===== config.mk =====
export PLATFORM = sky130hd
export DESIGN_NAME = queue_sync_flagged
export DESIGN_NICKNAME = d
export VERILOG_FILES = /design/src/rtl/queue_sync_flagged.sv
export SDC_FILE = /design/constraint.sdc
export NUM_CORES = 1
export LEC_CHECK = 0
export CORE_ASPECT_RATIO = 1.25
export CORE_MARGIN = 4
export CORE_UTILIZATION = 55
export CTS_CLUSTER_DIAMETER = 40
export CTS_CLUSTER_SIZE = 12
export DETAILED_ROUTE_END_ITERATION = 7
export PLACE_DENSITY_LB_ADDON = 0.25
export REMOVE_ABC_BUFFERS = 1
export SLEW_MARGIN = 10
export SYNTH_ARGS = -nofsm -noshare
export SYNTH_HDL_FRONTEND = slang
export SYNTH_SLANG_ARGS = --single-unit

===== constraint.sdc =====
create_clock -name clk -period 5.6 [get_ports clk]
set_input_delay 0.84 -clock clk [delete_from_list [all_inputs] [get_ports clk]]
set_output_delay 0.84 -clock clk [all_outputs]
set_load 0.02 [all_outputs]

===== src/rtl/queue_sync_flagged.sv =====
// queue_sync_flagged: single-clock first-word-fall-through FIFO for any depth >= 2.
// A registered fill count drives every status flag. Pointers wrap explicitly, so the
// depth does not have to be a power of two. A high-water mark and a synchronous flush
// are also provided. The REQ/ACK port names match the dual-clock queue.
module queue_sync_flagged #(
  parameter int BitWidth         = 32,
  parameter int BufferDepth      = 8,
  parameter int AlmostFullLevel  = BufferDepth - 1,
  parameter int AlmostEmptyLevel = 1,
  localparam int CW              = $clog2(BufferDepth + 1)
) (
  input  logic                clk,
  input  logic                rst,
  input  logic                flush,
  output logic                dInREQ,
  input  logic                dInACK,
  input  logic [BitWidth-1:0] dIN,
  output logic                dOutACK,
  input  logic                dOutREQ,
  output logic [BitWidth-1:0] dOUT,
  output logic                BufferFull,
  output logic                BufferEmpty,
  output logic                AlmostFull,
  output logic                AlmostEmpty,
  output logic [CW-1:0]       FillCount,
  output logic [CW-1:0]       HighWater
);

  localparam int PW = (BufferDepth > 1) ? $clog2(BufferDepth) : 1;
  localparam logic [PW-1:0] LastSlot = PW'(BufferDepth - 1);

  // Reject parameter sets that the pointer and flag logic cannot represent.
  generate
    if (BufferDepth < 2) begin : g_bad_depth
      $error("queue_sync_flagged: BufferDepth must be >= 2");
    end
    if (AlmostFullLevel < 1 || AlmostFullLevel > BufferDepth) begin : g_bad_afull
      $error("queue_sync_flagged: AlmostFullLevel must be in 1..BufferDepth");
    end
    if (AlmostEmptyLevel < 0 || AlmostEmptyLevel > BufferDepth - 1) begin : g_bad_aempty
      $error("queue_sync_flagged: AlmostEmptyLevel must be in 0..BufferDepth-1");
    end
  endgenerate

  logic [BitWidth-1:0] mem [BufferDepth];

  logic [PW-1:0] wptr_q, wptr_d;
  logic [PW-1:0] rptr_q, rptr_d;
  logic [CW-1:0] count_q, count_d;
  logic [CW-1:0] hw_q, hw_d;
  logic          wen, ren;

  // Decode the flags and handshakes from the registered count. When the queue is full,
  // wptr == rptr, so only the count can tell full from empty.
  always_comb begin
    BufferFull  = (count_q == CW'(BufferDepth));
    BufferEmpty = (count_q == '0);
    AlmostFull  = (count_q >= CW'(AlmostFullLevel));
    AlmostEmpty = (count_q <= CW'(AlmostEmptyLevel));
    dInREQ      = !BufferFull && !flush && !rst;
    dOutACK     = !BufferEmpty && !flush && !rst;
    wen         = dInREQ && dInACK;
    ren         = dOutACK && dOutREQ;
    dOUT        = dOutACK ? mem[rptr_q] : '0;
    FillCount   = count_q;
    HighWater   = hw_q;
  end

  // Compute the next pointer, count and high-water state. A reset or flush overrides
  // any transfer in the same cycle.
  always_comb begin
    wptr_d  = wptr_q;
    rptr_d  = rptr_q;
    count_d = count_q;
    hw_d    = hw_q;
    if (rst || flush) begin
      wptr_d  = '0;
      rptr_d  = '0;
      count_d = '0;
      hw_d    = '0;
    end else begin
      if (wen) begin
        wptr_d = (wptr_q == LastSlot) ? '0 : wptr_q + 1'b1;
      end
      if (ren) begin
        rptr_d = (rptr_q == LastSlot) ? '0 : rptr_q + 1'b1;
      end
      case ({wen, ren})
        2'b10:   count_d = count_q + 1'b1;
        2'b01:   count_d = count_q - 1'b1;
        default: count_d = count_q;
      endcase
      hw_d = (count_d > hw_q) ? count_d : hw_q;
    end
  end

  // Register the control state. Reset is synchronous.
  always_ff @(posedge clk) begin
    if (rst) begin
      wptr_q  <= '0;
      rptr_q  <= '0;
      count_q <= '0;
      hw_q    <= '0;
    end else begin
      wptr_q  <= wptr_d;
      rptr_q  <= rptr_d;
      count_q <= count_d;
      hw_q    <= hw_d;
    end
  end

  // Write into storage. The contents are never cleared. wen already excludes rst and flush.
  always_ff @(posedge clk) begin
    if (wen) begin
      mem[wptr_q] <= dIN;
    end
  end

endmodule

==> results of run 1 <==
worst paths after layout:
path / slack, ns / endpoint / startpoint
hold reg to reg: 0.49 / flop / rptr_q[1]$_SDFFE_PP0N_
setup reg to reg: 1.69 / HighWater[3]$_SDFFE_PP0N_ / FillCount[0]$_SDFF_PP0_
setup / recovery: 1.58 / dOUT[16] / flop
hold / removal: 0.49 / flop / rptr_q[1]$_SDFFE_PP0N_
tightest hold or removal path: stages, from the launching register on:
cell and delay (ns):
dfxtp_1 0.32, nand2_1 0.06, a21oi_1 0.07
power by group:
part,switching [uW],internal (uW)
Clock,714,1110
Combinational,44.7,37.9
Sequential,2.84,2240
Total,762,3380
area by class of cell:
| class | count | area [sq um] | share of cell area (%) |
|---|---|---|---|
| clock inverters | 6 | 105 | 0.817 |
| flip-flops and latches | 273 | 8040 | 62.5 |
| multi-input cells | 223 | 2620 | 20.3 |
| well taps | 265 | 332 | 2.58 |
| inverters | 12 | 45.0 | 0.350 |
| clock buffers | 46 | 800 | 6.21 |
| repair buffers | 97 | 933 | 7.25 |
metrics by stage:
step / instance area [sq um] / std cells / hold slack, ns
after global placement: 12000 / 870 / 0.459
after global routing: 12900 / 922 / 0.528
final: 12900 / 922 / 0.490
after detailed placement: 12000 / 870 / 0.478
after CTS: 12900 / 922 / 0.492
after floorplan: 10600 / 508 / 0.450
flip-flops by register name, indices dropped and copies added, names as in the netlist, named ones only:
signal	flops
rptr_q	3
HighWater	4
mem	256
wptr_q	3
FillCount	4
routing by layer:
| metal | GRT usage [%] | vias to the layer above |
|---|---|---|
| met5 | 0 | - |
| met4 | 4.72 | 2 |
| met3 | 3.12 | 29 |
| met2 | 34.1 | 168 |
| met1 | 26.2 | 2781 |
| li1 | - | 2359 |
synth_stat cells (all sizes together) (2+ instances only):
cell type  number  area share [%]
or2             2            0.12
nand2          13            0.54
ha             13             1.5
buf            23             1.9
nand4           2            0.12
nor3            6            0.28
nor2b           3            0.17
and2            3            0.20
mux4           64              13
mux2i          33             3.0
o21a            2            0.14
nand2b          2            0.12
a21oi           9            0.41
a211oi          2            0.23
or3             2            0.12
dfxtp          17             3.1
edfxtp        256              71
clkbuf          3            0.12
inv            12            0.41
o21ai           3            0.14
nand3b          3            0.21
nand3           4            0.23
a21o            3            0.21
nor2           43             1.6
kinds of logic (layout without fill, tap and decap cells):
kind of cell,after synthesis,in the layout
DFF,273,273
muxes,98,98
and+or+nand+nor,90,90
buffers and inverters,38,161
AOI/OAI and AO/OA,22,22
adders and majority gates,13,13
==> results by group, run 1 <==
Critical path
  – Cell count along the critical path: 5
  – WP data required: 4.76 ns
  – CP Max Fanout: 42
  – Crit-path cells: buf_4 -> mux4_2 -> mux2i_1 -> nor2_1 -> clkdlybuf4s50_1
  – Reg2Reg Depth: 13
  – Crit path DAT: 3.18 ns
  – Max stage delay on crit path: 0.89 ns
  – Nature of the critical path startpoint: flop
  – Critical-path top delay cell: dfxtp_4
  – CP delay by family, top: buffers and inverters
  – Crit end category: output port
  – Critical path buffers and inverters: 2
  – CP Class: reg2out

Logic synthesis
  – Post-Synth XOR/XNOR Area: 0%
  – Syn Std Cell Area: 10900 sq um
  – Synth Register Bits: 273
  – Post-synthesis compound-gate area fraction: 1.53%
  – Yosys cell types: 46
  – Post-synth EDFFs: 256
  – Post-Synthesis Cells: 534
  – Average cell area after synthesis: 20.3 sq um
  – Commonest register cell after synthesis: edfxtp_1
  – Yosys warns: 0
  – Main combinational cell family by area after synthesis: multiplexers
  – Synth async-reset ratio: 0%
  – Post-synthesis sequential area ratio: 73.9%
  – Mux cell area share after synthesis: 16.4%
  – Post-Synth Adder-Cell Area: 1.50%
  – Post-Synth Simple-Gate Area: 4.17%

Placed design
  – Detailed Place HPWL: 12.0 mm
  – PortBufs: 82
  – Pre-CTS setup slack: 1.28 ns
  – Gpl congestion: 0.827

Pwr
  – PwrDens: 322 nW/um^2
  – Worst VDD drop: 256 uV
  – Leak pwr: 0.00403 uW
  – Total power: 4140 uW

Global routing
  – Initial antenna violation count: 1
  – GR Util All Layers: 19.5%
  – Number of global-route vias before repair: 5741
  – First-pass GRT wire length: 32.7 mm
  – Largest net degree at the start of global routing: 65
  – Total gr overflow: 0

Floorplanning
  – Rows: 57
  – Height of the chip: 165 um
  – Starting density of the core: 56.0%
  – Core region area: 19400 sq um
  – Die area: 22100 sq um
  – Die X: 134 um
  – Io pins: 83

STA
  – Final hold viol count: 0
  – Final TNS setup: 0 ns
  – Max-slew headroom: 36.6%
  – Fin crit period: 4.02 ns
  – Setup WS post-layout: 1.58 ns
  – Clock skew: 0.0198 ns
  – Final setup vio count: 0
  – RSZ-0062 raised after global routing: false
  – Final Cycle Share: 71.8%
  – Max frequency: 249 MHz
  – Worst-margin pin slew: 0.949 ns
  – Max-slew violation count: 0

Clocking
  – CTS Hold Bufs: 0
  – Clock Latency Late Sink: 0.53 ns
  – Post-CTS sizing: 0
  – H-tree levels: 1
  – Max clock buf depth: 3
  – CTS buffer count: 28
  – CTS sink cnt: 273
  – CTS root buf: clkbuf_16
  – Post CTS Setup Buffer Count: 0
  – TritonCTS clock tree: done
  – Reg clk slew, reported paths: 0.06 ns

Cells and area
  – Final net count: 685
  – Fillers: 1297
  – Diodes inserted: 0
  – Fin util: 66.3%
  – Layout cells sized above 1: 20.9%
  – Area Growth Syn to Fin: 18.5%
  – Most common cell after layout, fill and taps aside: edfxtp_1
  – Commonest non-fill, non-tap cells in the layout: 256 x edfxtp_1, 82 x clkdlybuf4s50_1, 63 x mux4_2

Drt
  – Drt via density: 5.79
  – Final WL: 21.1 mm
  – Routed len/inst: 22.8 um
  – DRC Markers: 0
  – Vias: 5339
  – Met1 wire length: 8.57 mm
  – Routed Antenna Nets: 0
  – Routed length on met2: 11.0 mm
  – Pre-Repair DR Iteration Count: 5
  – Top Metal Used: met5
  – Number of DRC markers in iteration 0: 403
  – Wire length on met3: 1.10 mm

Run
  – Max-cap viol count: 0

Outcome
  – Outcome: finished clean

Worst hold path
  – Hold Path Class: reg2reg
  – Min-Delay Path Depth: 2
No activity file was read; power rests on OpenSTA's default activity.
==> run 2: changes to the inputs <==
CORE_UTILIZATION = 52   (was 55)
clock period = 3.65 ns   (was 5.6 ns; I/O delays follow)
==> run 2 against run 1 <==
Compared with the run above:
- die area grew 5.5%
- global-route usage shrank 1.2 points
- final cell count grew 2.0%
- wire length shrank 1.5%
- sequential cell count is the same
- register-to-register slack lost 1.6 ns
- power grew 52%
- cell area grew 1.3%
- setup slack lost 1.4 ns
- clock power grew 49%
- sequential power grew 54%
- critical path type is now reg2reg
==> results by group, run 2 (synthesis gave the netlist of run 1 again) <==
Critical path
  – Crit end category: flop
  – RR Startpoint: FillCount[1]$_SDFF_PP0_
  – Crit path DAT: 3.93 ns (+0.75 ns)
  – Critical Path Start: FillCount[1]$_SDFF_PP0_
  – WP data required: 4.07 ns (-0.69 ns)
  – CP Max Fanout: 6 (-86%)
  – CP Class: reg2reg
  – Max stage delay on crit path: 0.55 ns (-0.34 ns)
  – Nature of the critical path startpoint: flop
  – Critical-path top delay cell: or4_4
  – Crit-path cells: inv_1 -> ha_2 -> or3b_1 -> and3_1 -> ha_1 -> nor2_1 -> mux2_2 -> a221oi_4 -> inv_1 -> ha_1 -> or4_4 -> and2_4 -> a21o_1

Pwr
  – PwrDens: 482 nW/um^2 (+50%)
  – Int Pwr: 5090 uW (+51%)
  – Clock share of power: 43.2% (-0.8 points)
  – Reg power frac: 54.7% (+0.7 points)
  – NetSw: 1190 uW (+56%)
  – Comb power frac: 2.1% (about the same)
  – Worst VDD drop: 360 uV (+40%)
  – Leak pwr: 0.00408 uW (+1.3%)
  – Total power: 6290 uW (+52%)
  – Switch share: 19.0% (+0.58 points)

Global routing
  – First-pass GRT wire length: 32.4 mm (-0.97%)
  – Number of global-route vias before repair: 5696 (-0.78%)
  – GR Util All Layers: 18.3% (-1.2 points)
  – Total gr overflow: 0 (unchanged)
  – Initial antenna violation count: 0 (-1)
  – Largest net degree at the start of global routing: 34 (-48%)

Cells and area
  – Final net count: 696 (+1.6%)
  – Commonest non-fill, non-tap cells in the layout: 256 x edfxtp_1, 82 x clkdlybuf4s50_1, 63 x mux4_2
  – Largest register FFs: 256 (unchanged)
  – Most common cell after layout, fill and taps aside: edfxtp_1
  – Finished Cell Area: 13000 sq um (+1.3%)
  – Most flops, register: mem
  – Layout cells sized above 1: 22.4% (+1.6 points)
  – Area Growth Syn to Fin: 20.0%
  – Fin util: 64.1% (-2.2 points)

Clocking
  – Post CTS Setup Buffer Count: 0 (unchanged)
  – Reg clk slew, reported paths: 0.06 ns (about the same)
  – CTS buffer count: 29 (+3.6%)
  – Max clock buf depth: 3 (unchanged)
  – CTS sink cnt: 273 (unchanged)
  – CTS root buf: clkbuf_16
  – TritonCTS clock tree: done
  – H-tree levels: 1 (unchanged)
  – Clock Latency Late Sink: 0.53 ns (about the same)

Drt
  – Number of DRC markers in iteration 0: 349 (-13%)
  – Vias: 5348 (+0.17%)
  – Pre-Repair DR Iteration Count: 4 (-1)
  – Drt via density: 5.69 (-1.7%)
  – Routed len/inst: 22.1 um (-3.4%)
  – DRC Markers: 0 (unchanged)
  – Final WL: 20.7 mm (-1.5%)
  – Routed Antenna Nets: 0 (unchanged)

Floorplanning
  – Die area: 23300 sq um (+5.5%)
  – Io pins: 83 (unchanged)
  – Die X: 137 um (+2.7%)
  – Height of the chip: 170 um (+2.7%)
  – Rows: 58 (+1.8%)
  – Starting density of the core: 53.5% (-2.5 points)
  – Core region area: 20300 sq um (+4.7%)

Placed design
  – PortBufs: 82 (unchanged)
  – Placed Area: 12100 sq um (+1.4%)
  – Pre-CTS setup slack: -0.00569 ns (-1.29 ns)
  – Detailed Place HPWL: 12.3 mm (+2.5%)
  – Gpl congestion: 0.836 (+1.1%)

STA
  – Hold WS: 0.488 ns (-0.00151 ns)
  – Fin crit period: 3.51 ns
  – Max-slew violation count: 0 (unchanged)
  – RSZ-0062 raised after global routing: false
  – Max frequency: 285 MHz
  – Worst-margin pin slew: 0.693 ns (-0.256 ns)
  – Setup WS post-layout: 0.135 ns (-1.45 ns)
  – Final setup vio count: 0 (unchanged)
  – Clock skew: 0.0120 ns (-0.00773 ns)
  – Final Cycle Share: 96.3%
  – Final hold viol count: 0 (unchanged)
  – Max-slew headroom: 53.5% (+17 points)

Outcome
  – Outcome: finished clean

Worst hold path
  – Hold Path Class: reg2reg
  – HP Start: rptr_q[1]$_SDFFE_PP0N_

Run
  – Max-cap viol count: 0 (unchanged)
[run 2: changes by cell type in the layout (fill, tap and decap cells not counted), moves of 2 or more]
cell        delta
bufinv_16      -2
clkinv_2       -3
buf_12         +7
clkinvlp_4     +2
buf_4          +3
[run 2: worst paths after layout]
kind	cells past startpoint	end	slack (ns)
worst max-delay path	13	HighWater[0]$_SDFFE_PP0N_	0.14
worst min-delay path	2	flop	0.49
worst max register to register	13	HighWater[0]$_SDFFE_PP0N_	0.14
worst min register to register	2	flop	0.49
[run 2: metrics by stage]
stage,instances,setup TNS (ns)
3_5_place_dp,885,-0.00952
6_report,940,0
2_1_floorplan,508,-84.47
4_1_cts,939,0
3_3_place_gp,885,0
5_1_grt,939,0
[run 2: cell type report]
type	count	area [sq um]
clock buffer	48	817
clock inverter	6	73.8
tap	270	338
sequential	273	8030
antenna	1	2.50
timing repair buffer	107	1100
fill	1364	7290
multi-input combinational	223	2630
inverter	12	45.0
[run 2: power by group through the flow]
stage	registers [uW]	logic (uW)	clock network, uW
after global placement	3500	122	0
after global routing	3440	141	2920
final	3440	130	2720
after detailed placement	3500	130	0
after floorplan	3510	39.1	0
after CTS	3440	130	2780
[run 2: worst max-delay path, delay by kind of cell, from the launching register on]
kind                       cells  cell delay [ns]
adders and majority gates      3             0.72
buffers and inverters          2             0.18
DFF                            1             0.36
and+or+nand+nor                5             1.37
muxes                          1             0.31
AOI/OAI and AO/OA              2             0.47
[run 2: repair_timing]
item,in CTS,in global routing
endpoints found under the setup margin,0,4
hold endpoints to repair,0,0
resized for setup,0,2
hold buffers,0,0
[run 2: metal layers]
metal	global-route usage (%)	routed length, um
met5	0	0
met4	5.38	498
met3	2.40	797
met2	31.5	10900
met1	24.7	8590
==> run 3: changes to the inputs <==
CORE_UTILIZATION = 55   (was 52)
GPL_ROUTABILITY_DRIVEN = 0   (was unset)
clock period = 4.1 ns   (was 3.65 ns; I/O delays follow)
==> run 3 against run 2 <==
Compared with the run above:
- sequential share of layout area up 0.54 points
- wire length increased by 0.83%
- via count down 1.3%
- cell area shrank 0.84%
- clock power down 13%
- non-clock buffer count fell by 7
- final cell count is 1.5% lower
- combinational power shrank 12%
- register-to-register slack improved by 0.06 ns
- power shrank 12%
- sequential power fell by 11%
==> results by group, run 3 (synthesis gave the netlist of run 1 again) <==
Outcome
  – Outcome: finished clean

Global routing
  – Initial antenna violation count: 0 (unchanged)
  – GR Util All Layers: 19.8% (+1.5 points)
  – Largest net degree at the start of global routing: 54 (+59%)
  – Total gr overflow: 0 (unchanged)
  – Number of global-route vias before repair: 5784 (+1.5%)
  – First-pass GRT wire length: 33.1 mm (+2.3%)

Drt
  – Routed Antenna Nets: 0 (unchanged)
  – Final WL: 20.9 mm (+0.83%)
  – Drt via density: 5.70 (+0.20%)
  – Routed len/inst: 22.6 um (+2.4%)
  – Number of DRC markers in iteration 0: 398 (+14%)
  – Pre-Repair DR Iteration Count: 5 (+1)
  – Vias: 5279 (-1.3%)
  – DRC Markers: 0 (unchanged)

Critical path
  – CP Max Fanout: 10 (+4)
  – Critical-path top delay cell: or4_4
  – Crit-path cells: inv_1 -> ha_1 -> or3b_1 -> and3_1 -> ha_2 -> nor2_1 -> mux2_2 -> a221oi_4 -> inv_1 -> ha_1 -> or4_4 -> and2_4 -> a211oi_2
  – Crit path DAT: 4.35 ns (+0.42 ns)
  – Crit end category: flop
  – Reg2Reg Depth: 13 (unchanged)
  – Nature of the critical path startpoint: flop
  – R2R setup slack: 0.20 ns (+0.06 ns)
  – WP data required: 4.54 ns (+0.47 ns)
  – CP Class: reg2reg
  – RR Startpoint: FillCount[0]$_SDFF_PP0_
  – Cell count along the critical path: 13 (unchanged)
  – Critical path buffers and inverters: 2 (unchanged)
  – Max stage delay on crit path: 0.56 ns (about the same)
  – RR Endpoint: HighWater[2]$_SDFFE_PP0N_
  – CP delay by family, top: simple AND/OR/NAND/NOR gates

STA
  – Worst-margin pin slew: 0.813 ns (+0.120 ns)
  – Clock skew: 0.0115 ns (-0.000566 ns)
  – Fin crit period: 3.90 ns (+0.390 ns)
  – Hold WS: 0.494 ns (+0.00585 ns)
  – Max frequency: 256 MHz (-10%)
  – Final setup vio count: 0 (unchanged)
  – Final hold viol count: 0 (unchanged)
  – Max-slew headroom: 45.8% (-7.7 points)
  – Max-slew violation count: 0 (unchanged)
  – Final Cycle Share: 95.2% (-1.1 points)
  – RSZ-0062 raised after global routing: false
  – Setup WS post-layout: 0.195 ns (+0.0600 ns)

Floorplanning
  – Starting density of the core: 56.0% (+2.5 points)
  – Die area: 22100 sq um (-5.2%)
  – Die X: 134 um (-2.6%)
  – Height of the chip: 165 um (-2.6%)
  – Core region area: 19400 sq um (-4.5%)
  – Io pins: 83 (unchanged)
  – Rows: 57 (-1.7%)

Cells and area
  – Post-Layout Cell Count: 926 (-1.5%)
  – Layout cells sized above 1: 21.9% (-0.49 points)
  – Finished Cell Area: 12900 sq um (-0.84%)
  – Largest register FFs: 256 (unchanged)
  – Fillers: 1297 (-4.9%)
  – Diodes inserted: 0 (-1)
  – Most common cell after layout, fill and taps aside: edfxtp_1
  – Area Growth Syn to Fin: 19.0%
  – Commonest non-fill, non-tap cells in the layout: 256 x edfxtp_1, 82 x clkdlybuf4s50_1, 63 x mux4_2
  – Most flops, register: mem
  – Final net count: 689 (-1.0%)
  – Fin util: 66.6% (+2.5 points)

Pwr
  – Leak pwr: 0.00405 uW (-0.75%)
  – PwrDens: 428 nW/um^2 (-11%)
  – Worst VDD drop: 329 uV (-8.5%)

Run
  – Max-cap viol count: 0 (unchanged)

Clocking
  – H-tree levels: 1 (unchanged)
  – Post CTS Setup Buffer Count: 0 (unchanged)
  – TritonCTS clock tree: done
  – Clock Latency Late Sink: 0.52 ns (about the same)
  – Reg clk slew, reported paths: 0.06 ns (about the same)
  – CTS sink cnt: 273 (unchanged)
  – CTS buffer count: 29 (unchanged)
  – CTS root buf: clkbuf_16
  – Max clock buf depth: 3 (unchanged)

Placed design
  – DP Cell Count: 873 (-1.4%)
  – Placed Area: 12000 sq um (-0.67%)
  – PortBufs: 82 (unchanged)
  – Detailed Place HPWL: 12.2 mm (-1.5%)
  – Pre-CTS setup slack: 0.181 ns (+0.187 ns)

Worst hold path
  – HP Start: rptr_q[2]$_SDFFE_PP0N_
  – Min-Delay Path Depth: 2 (unchanged)
  – Hold Path Class: reg2reg
-- run 3: cell types whose count changed in the layout (fill, tap and decap cells not counted), sizes merged --
cell      before  now
buf           25   18
bufinv         1    0
clkbuf        48   45
clkinv         1    7
clkinvlp       2    0
diode          1    0
inv           14   13
-- run 3: metrics by stage --
| step | TNS, ns | total power (uW) |
|---|---|---|
| floorplan | -24.49 | 3160 |
| global placement | 0 | 3220 |
| detailed placement | 0 | 3230 |
| CTS | 0 | 5590 |
| global route | 0 | 5720 |
| finish | 0 | 5530 |
-- run 3: worst max-delay path by stage --
stage                             from                        end  slack [ns]
2_1_floorplan  FillCount[0]$_SDFF_PP0_        mem[0][0]$_DFFE_PP_       -0.62
3_3_place_gp                     flush  HighWater[0]$_SDFFE_PP0N_        0.31
3_5_place_dp                     flush  HighWater[2]$_SDFFE_PP0N_        0.18
4_1_cts        FillCount[0]$_SDFF_PP0_  HighWater[2]$_SDFFE_PP0N_        0.19
5_1_grt        FillCount[0]$_SDFF_PP0_  HighWater[2]$_SDFFE_PP0N_       0.002
6_report       FillCount[0]$_SDFF_PP0_  HighWater[2]$_SDFFE_PP0N_        0.20
-- run 3: power breakdown --
part / switching, uW / internal, uW / total (uW)
Clock: 977 / 1380 / 2360
Sequential: 3.56 / 3060 / 3060
Combinational: 61.2 / 52.9 / 114
Total: 1040 / 4490 / 5530
-- run 3: what timing repair did --
| action | CTS | global route |
|---|---|---|
| hold buffers | 0 | 0 |
| setup endpoints to repair | 0 | 4 |
| hold endpoints to repair | 0 | 0 |
| resized for setup | 0 | 1 |
-- run 3: area by class of cell --
cell class / instances / area, sq um / share of cell area, %
multi-input cells: 223 / 2620 / 20.3
flip-flops and latches: 273 / 8040 / 62.2
clock inverters: 8 / 45.0 / 0.349
repair buffers: 100 / 1020 / 7.88
well taps: 265 / 332 / 2.57
clock buffers: 45 / 827 / 6.40
inverters: 12 / 45.0 / 0.349
-- run 3: layer usage --
metal | GRT usage [%] | wire length (um)
met2 | 34.9 | 11100
met1 | 26.1 | 8310
met3 | 3.36 | 1150
met4 | 5.38 | 357
met5 | 0 | 0
-- run 3: tightest hold or removal path, stage by stage (launching register included) --
cell and delay (ns):
dfxtp_1 0.32, nand2_1 0.05, a21oi_1 0.07
